==> config.mk <==
export PLATFORM = sky130hd
export DESIGN_NAME = match_clock_ctrl_flat
export DESIGN_NICKNAME = d
export VERILOG_FILES = /design/src/rtl/match_clock_ctrl_pkg.sv /design/src/rtl/match_clock_ctrl_if.sv /design/src/rtl/match_clock_ctrl_tick_prescaler.sv /design/src/rtl/match_clock_ctrl.sv /design/src/flat_wrapper.sv
export SDC_FILE = /design/constraint.sdc
export NUM_CORES = 1
export LEC_CHECK = 0
export CORE_ASPECT_RATIO = 0.9
export CORE_UTILIZATION = 48
export CTS_BUF_LIST = sky130_fd_sc_hd__clkbuf_8 sky130_fd_sc_hd__clkbuf_16
export DETAILED_ROUTE_END_ITERATION = 16
export PLACE_DENSITY = 0.78
export SYNTH_ARGS = -nofsm -noshare
export SYNTH_HDL_FRONTEND = slang
export SYNTH_SLANG_ARGS = --single-unit
export TNS_END_PERCENT = 50
==> constraint.sdc <==
create_clock -name clk -period 2.4 [get_ports clk]
set_input_delay 0.36 -clock clk [delete_from_list [all_inputs] [get_ports clk]]
set_output_delay 0.36 -clock clk [all_outputs]
set_load 0.01 [all_outputs]
==> src/rtl/match_clock_ctrl_pkg.sv <==
// Shared types and defaults for the match-time clock controller.
// Holds the FSM state encoding and default tick/preset constants.
package match_clock_pkg;

    typedef enum logic [2:0] {
        IDLE,
        LOAD,
        RUN,
        PAUSED,
        OVER
    } state_t;

    localparam int TICK_DIV_DEF = 50_000_000;

    localparam logic [3:0] PRESET_H_DEF = 4'd6;
    localparam logic [3:0] PRESET_L_DEF = 4'd0;

endpackage

==> src/rtl/match_clock_ctrl_if.sv <==
// Bundle between the game side, the controller and the time counter.
// master = controller view, slave = game/counter view.
interface match_clock_ctrl_if;

    logic       start;
    logic       pause;
    logic       tc;
    logic [3:0] countH;
    logic       loadN;
    logic       ena;
    logic [3:0] datainL;
    logic [3:0] datainH;
    logic       running;
    logic       paused;
    logic       game_over;
    logic       warn;

    modport master (
        input  start, pause, tc, countH,
        output loadN, ena, datainL, datainH,
        output running, paused, game_over, warn
    );

    modport slave (
        output start, pause, tc, countH,
        input  loadN, ena, datainL, datainH,
        input  running, paused, game_over, warn
    );

endinterface

==> src/rtl/match_clock_ctrl_tick_prescaler.sv <==
// Modulo-TICK_DIV cycle counter producing the one-second tick.
// Clear has priority over hold; tick/half decode the current count.
module tick_prescaler #(
    parameter int TICK_DIV = 4
) (
    input  logic clk,
    input  logic resetN,
    input  logic i_clr,
    input  logic i_hold,
    output logic o_tick,
    output logic o_half
);

    localparam int W = $clog2(TICK_DIV);

    localparam logic [W-1:0] MAX  = W'(TICK_DIV - 1);
    localparam logic [W-1:0] HALF = W'(TICK_DIV / 2 - 1);

    logic [W-1:0] r_cnt;

    // Count 0..TICK_DIV-1 and wrap; freeze while held
    always_ff @(posedge clk) begin
        if (!resetN) begin
            r_cnt <= '0;
        end else if (i_clr) begin
            r_cnt <= '0;
        end else if (!i_hold) begin
            if (r_cnt == MAX) r_cnt <= '0;
            else              r_cnt <= r_cnt + 1'b1;
        end
    end

    assign o_tick = (r_cnt == MAX);
    assign o_half = (r_cnt == HALF);

endmodule

==> src/rtl/match_clock_ctrl.sv <==
// Match clock controller: load strobe, 1 s enable, match FSM.
// Optional blinking last-ten-seconds warn under LAST_TEN_WARN_EN.
module match_clock_ctrl
    import match_clock_pkg::*;
#(
    parameter int         TICK_DIV = TICK_DIV_DEF,
    parameter logic [3:0] PRESET_H = PRESET_H_DEF,
    parameter logic [3:0] PRESET_L = PRESET_L_DEF
) (
    input logic                clk,
    input logic                resetN,
    match_clock_ctrl_if.master bus
);

    state_t r_state;
    logic   r_loadN;
    logic   r_ena;
    logic   r_running;
    logic   r_paused;
    logic   r_game_over;
    logic   r_warn;

    logic   w_tick;
    logic   w_half;
    logic   w_clr;
    logic   w_hold;
    logic   w_warn_run;

    // A pause landing on the last count holds there, so the
    // pending tick fires right after resume instead of being lost.
    assign w_clr  = (r_state == LOAD);
    assign w_hold = (r_state != RUN) || (bus.pause && w_tick);

    tick_prescaler #(
        .TICK_DIV (TICK_DIV)
    ) u_presc (
        .clk    (clk),
        .resetN (resetN),
        .i_clr  (w_clr),
        .i_hold (w_hold),
        .o_tick (w_tick),
        .o_half (w_half)
    );

`ifdef LAST_TEN_WARN_EN
    logic w_warn_on;
    logic w_blink;

    assign w_warn_on  = (bus.countH == 4'd0) && !bus.tc;
    assign w_blink    = (w_tick || w_half) && !w_hold;
    assign w_warn_run = w_warn_on & (r_warn ^ w_blink);
`else
    logic w_unused;

    assign w_warn_run = 1'b0;
    assign w_unused   = ^{bus.countH, w_half};
`endif

    // Match FSM; all control outputs registered with the state
    always_ff @(posedge clk) begin
        if (!resetN) begin
            r_state     <= IDLE;
            r_loadN     <= 1'b1;
            r_ena       <= 1'b0;
            r_running   <= 1'b0;
            r_paused    <= 1'b0;
            r_game_over <= 1'b0;
            r_warn      <= 1'b0;
        end else begin
            r_loadN <= 1'b1;
            r_ena   <= 1'b0;
            if (bus.start && r_state != LOAD) begin
                r_state     <= LOAD;
                r_loadN     <= 1'b0;
                r_running   <= 1'b0;
                r_paused    <= 1'b0;
                r_game_over <= 1'b0;
                r_warn      <= 1'b0;
            end else begin
                unique case (r_state)
                    LOAD: begin
                        r_state   <= RUN;
                        r_running <= 1'b1;
                    end
                    RUN: begin
                        if (bus.tc) begin
                            r_state     <= OVER;
                            r_running   <= 1'b0;
                            r_game_over <= 1'b1;
                            r_warn      <= 1'b0;
                        end else begin
                            r_ena  <= w_tick && !bus.pause;
                            r_warn <= w_warn_run;
                            if (bus.pause) begin
                                r_state   <= PAUSED;
                                r_running <= 1'b0;
                                r_paused  <= 1'b1;
                            end
                        end
                    end
                    PAUSED: begin
                        if (bus.pause) begin
                            r_state   <= RUN;
                            r_running <= 1'b1;
                            r_paused  <= 1'b0;
                        end
                    end
                    IDLE, OVER: ;
                    default: r_state <= IDLE;
                endcase
            end
        end
    end

    assign bus.loadN     = r_loadN;
    assign bus.ena       = r_ena;
    assign bus.datainL   = PRESET_L;
    assign bus.datainH   = PRESET_H;
    assign bus.running   = r_running;
    assign bus.paused    = r_paused;
    assign bus.game_over = r_game_over;
    assign bus.warn      = r_warn;

endmodule
==> src/flat_wrapper.sv <==
// flat-port wrapper written by rule: the top's interface ports become plain ports
module match_clock_ctrl_flat import match_clock_pkg::*;
#(
    parameter int         TICK_DIV = TICK_DIV_DEF,
    parameter logic [3:0] PRESET_H = PRESET_H_DEF,
    parameter logic [3:0] PRESET_L = PRESET_L_DEF
)
  (clk, resetN, bus_start, bus_pause, bus_tc, bus_countH, bus_loadN, bus_ena, bus_datainL, bus_datainH, bus_running, bus_paused, bus_game_over, bus_warn);
  match_clock_ctrl_if bus_i ();
  input logic clk;
  input logic resetN;
  input wire logic [$bits(bus_i.start)-1:0] bus_start;
  input wire logic [$bits(bus_i.pause)-1:0] bus_pause;
  input wire logic [$bits(bus_i.tc)-1:0] bus_tc;
  input wire logic [$bits(bus_i.countH)-1:0] bus_countH;
  output wire logic [$bits(bus_i.loadN)-1:0] bus_loadN;
  output wire logic [$bits(bus_i.ena)-1:0] bus_ena;
  output wire logic [$bits(bus_i.datainL)-1:0] bus_datainL;
  output wire logic [$bits(bus_i.datainH)-1:0] bus_datainH;
  output wire logic [$bits(bus_i.running)-1:0] bus_running;
  output wire logic [$bits(bus_i.paused)-1:0] bus_paused;
  output wire logic [$bits(bus_i.game_over)-1:0] bus_game_over;
  output wire logic [$bits(bus_i.warn)-1:0] bus_warn;
  assign bus_i.start = bus_start;
  assign bus_i.pause = bus_pause;
  assign bus_i.tc = bus_tc;
  assign bus_i.countH = bus_countH;
  assign bus_loadN = bus_i.loadN;
  assign bus_ena = bus_i.ena;
  assign bus_datainL = bus_i.datainL;
  assign bus_datainH = bus_i.datainH;
  assign bus_running = bus_i.running;
  assign bus_paused = bus_i.paused;
  assign bus_game_over = bus_i.game_over;
  assign bus_warn = bus_i.warn;
  match_clock_ctrl #(.TICK_DIV(TICK_DIV), .PRESET_H(PRESET_H), .PRESET_L(PRESET_L)) u_core (.clk(clk), .resetN(resetN), .bus(bus_i));
endmodule
==> results_dict.tcl <==
set metrics [dict create \
    ys_types 55 \
    clock-skew-final_ps 3.86 \
    max_slew_margin 0.652 \
    ios 23 \
    r2r_slack_ps 220 \
    die_area_um2 4480 \
    clk_latency_ps 280 \
    start_util 0.500 \
    fmax_ghz 0.459 \
    worst_pin_slew_ps 522 \
    cts.sinks 34 \
    clock_path_buffers 2 \
    n_antenna_cell 0 \
    grt_pass1_wl_mm 7.16 \
    clkTransAtPathRegs_ps 60 \
    rsz0062_at_grt "false" \
    htreeDepth 2 \
    post_cts.repair.setup_buffers 0 \
    drtPass1Iterations 4 \
    netSwitchingPower_mw 0.257 \
    routed_wirelength_mm 4.24 \
    ys_seq_elements 34 \
    synth_edf_count 0 \
    p_comb_frac 0.078 \
    synth_warnings 0 \
    detail-route-antenna-nets 0 \
    ctsResizeCount 0 \
    drive_above_1_share 0.118 \
    critPathMaxFanout 12 \
    p_seq_frac 0.535 \
    io_buffers 9 \
    netlist_area_um2 2020 \
    worstSetupPathType "flip-flop to flip-flop" \
    finalCritPeriodShare 0.908 \
    cts_buffers 5 \
    rows 22 \
    clkPwrFrac 0.388 \
    rr_worst_depth 5 \
    grt_max_degree 16 \
    synth_cells 231 \
    critPathCaptureType "flip-flop" \
    nets 249 \
    synthArstFlopShare 0 \
    synthToLayoutAreaGrowth_pct 4.76 \
    die_x_um 70.5 \
    period_minus_slack_ps 2180 \
    synth.avg_cell_area_um2 8.76 \
    dp_cells 279 \
    cp-start-kind "flip-flop" \
    final_cells 285 \
    netSwitchingFraction 0.239 \
    finalSetupViolCount 0 \
    drtIter0Drc 111 \
    power.internal_mw 0.820 \
    status "complete, no violations" \
    hold_viol 0 \
    maxCapViolations 0 \
    die_h_um 63.6 \
    grt.total_usage 0.201 \
    grt_pass1_vias 1526 \
    drv_slew 0 \
    grt-ovfl-total 0 \
    worstSetupEndpoint "u_core.u_presc.r_cnt[18]$_SDFFE_PP0N_" \
    cts_tree "yes" \
    max-vdd-ir-drop_v 0.000304 \
    timing.rr.end "u_core.u_presc.r_cnt[18]$_SDFFE_PP0N_" \
    wire_per_inst_um 14.9 \
    drc_errors 0 \
    viasPerCell 6.05 \
    crit_start "u_core.u_presc.r_cnt[8]$_SDFFE_PP0N_" \
    critPathArrivalTime_ps 2350 \
    seq_area_frac_synth 0.336 \
    dp_hpwl_mm 2.99 \
    r2r-start "u_core.u_presc.r_cnt[8]$_SDFFE_PP0N_" \
    tns_ps 0 \
    synth-main-ff-cell "dfxtp_1" \
    root_buffer "clkbuf_8" \
    vias 1725 \
    p_per_area_nw_per_um2 508 \
    gp_congestion 0.851 \
    antenna_found_initial 0 \
    holdCritPathClass "flip-flop to flip-flop" \
    leakage_nw 0.786 \
    cp.required_ps 2570 \
    postCtsHoldBufs 0 \
    core_um2 4050 \
]
==> power by group through the flow <==
| stage | Combinational, mW | Clock [mW] | Sequential [mW] |
|---|---|---|---|
| after floorplan | 0.0811 | 0 | 0.586 |
| after global placement | 0.0831 | 0 | 0.588 |
| after detailed placement | 0.0835 | 0 | 0.588 |
| after CTS | 0.0837 | 0.430 | 0.575 |
| after global routing | 0.0931 | 0.454 | 0.576 |
| final | 0.0840 | 0.417 | 0.576 |
==> registers in the layout, indices dropped and copies added (netlist names) <==
name,flops
u_core.bus.game_over,1
u_core.r_state,3
u_core.u_presc.r_cnt,26
u_core.bus.ena,1
u_core.bus.loadN,1
u_core.bus.paused,1
u_core.bus.running,1
==> placed cells by master (no fill, tap or decap), types with 3 or more instances in the layout <==
master,count
nor3_1,9
inv_1,6
nor2b_1,3
buf_4,5
and4_1,4
o21ai_0,6
a221o_1,10
clkbuf_8,6
dfxtp_1,34
nand4_1,10
and3_1,8
clkdlybuf4s50_1,9
a21oi_1,12
nand2_1,11
nor4_1,8
a211oi_1,4
and2_1,4
nand3_1,12
conb_1,9
nor2_1,21
nor3b_1,3
==> how the worst min path moves through the flow <==
stage               slack [ps]  depth (start not counted)                               endpoint                                   from
detailed placement         480                          2      u_core.bus.game_over$_SDFFE_PP0P_      u_core.bus.game_over$_SDFFE_PP0P_
global route               550                          2  u_core.u_presc.r_cnt[14]$_SDFFE_PP0N_  u_core.u_presc.r_cnt[14]$_SDFFE_PP0N_
global placement           460                          2      u_core.bus.game_over$_SDFFE_PP0P_      u_core.bus.game_over$_SDFFE_PP0P_
floorplan                  430                          1            u_core.bus.loadN$_SDFF_PN1_                              bus_start
finish                     490                          2      u_core.bus.game_over$_SDFFE_PP0P_      u_core.bus.game_over$_SDFFE_PP0P_
CTS                        510                          2      u_core.bus.game_over$_SDFFE_PP0P_      u_core.bus.game_over$_SDFFE_PP0P_
==> kinds of logic (layout without fill, tap and decap cells) <==
logic type               count (synthesis)  after routing  share of synthesized area
multiplexers                             2              2                    0.00989
XOR/XNOR                                 3              3                     0.0130
AND/OR/NAND/NOR                        109            109                      0.315
buffers and inverters                   27             26                      0.110
flip-flops                              34             34                      0.336
adder cells (fa/ha/maj)                  2              2                     0.0124
AO/OA/AOI/OAI                           52             52                      0.200
other                                    2              9                    0.00371
==> layer usage <==
layer	share of wire	track usage	vias to the layer above	wire length [um]
li1	-	-	877	-
met1	0.52	0.280	816	2180
met2	0.44	0.295	28	1880
met3	0.033	0.0576	4	140
met4	0.0078	0.0650	0	33
met5	0	0	-	0
==> cell type report <==
type                            count  area, um^2
Timing Repair Buffer               14         128
Clock buffer                        6        82.6
Fill cell                         391        1930
Multi-Input combinational cell    177        1150
Sequential cell                    34         681
Inverter                            6        22.5
Tap cell                           48        60.1
==> cells in the mapped netlist, drive strengths merged, types with 2 or more instances <==
cell type	instances	area share
a211o	2	0.0087
a211oi	4	0.015
a21o	2	0.012
a21oi	13	0.034
a221o	12	0.061
a31oi	2	0.0062
a32oi	2	0.0087
and2	5	0.017
and3	10	0.032
and4	6	0.027
buf	17	0.075
clkbuf	2	0.0037
conb	2	0.0037
dfxtp	34	0.34
ha	2	0.012
inv	6	0.011
mux2i	2	0.0099
nand2	11	0.020
nand3	12	0.030
nand4	10	0.031
nor2	22	0.042
nor2b	3	0.0093
nor3	9	0.022
nor3b	3	0.011
nor4	9	0.035
o21ai	6	0.015
o22ai	2	0.0062
o311a	2	0.0099
o31ai	2	0.0074
or3	2	0.0062
or3b	3	0.013
or4	2	0.0099
xnor2	2	0.0087
==> worst max-delay path, cell delays in order (launching register included) <==
cell and delay [ps]:
dfxtp_1 350, or4_4 560, nor4_4 420, a21oi_2 240, and4_1 260, a221o_1 250
==> per-stage QoR <==
step | utilization | hold slack [ps] | cell area [um^2] | total power, mW | setup WS [ps]
5_1_grt | 0.524 | 545 | 2120 | 1.12 | 64.3
2_1_floorplan | - | 432 | 2050 | 0.667 | 336
4_1_cts | 0.524 | 510 | 2120 | 1.09 | 219
6_report | 0.524 | 491 | 2120 | 1.08 | 222
3_3_place_gp | 0.504 | 463 | 2040 | 0.671 | 241
3_5_place_dp | 0.504 | 484 | 2040 | 0.671 | 224
Power figures use the tool's default switching activity.
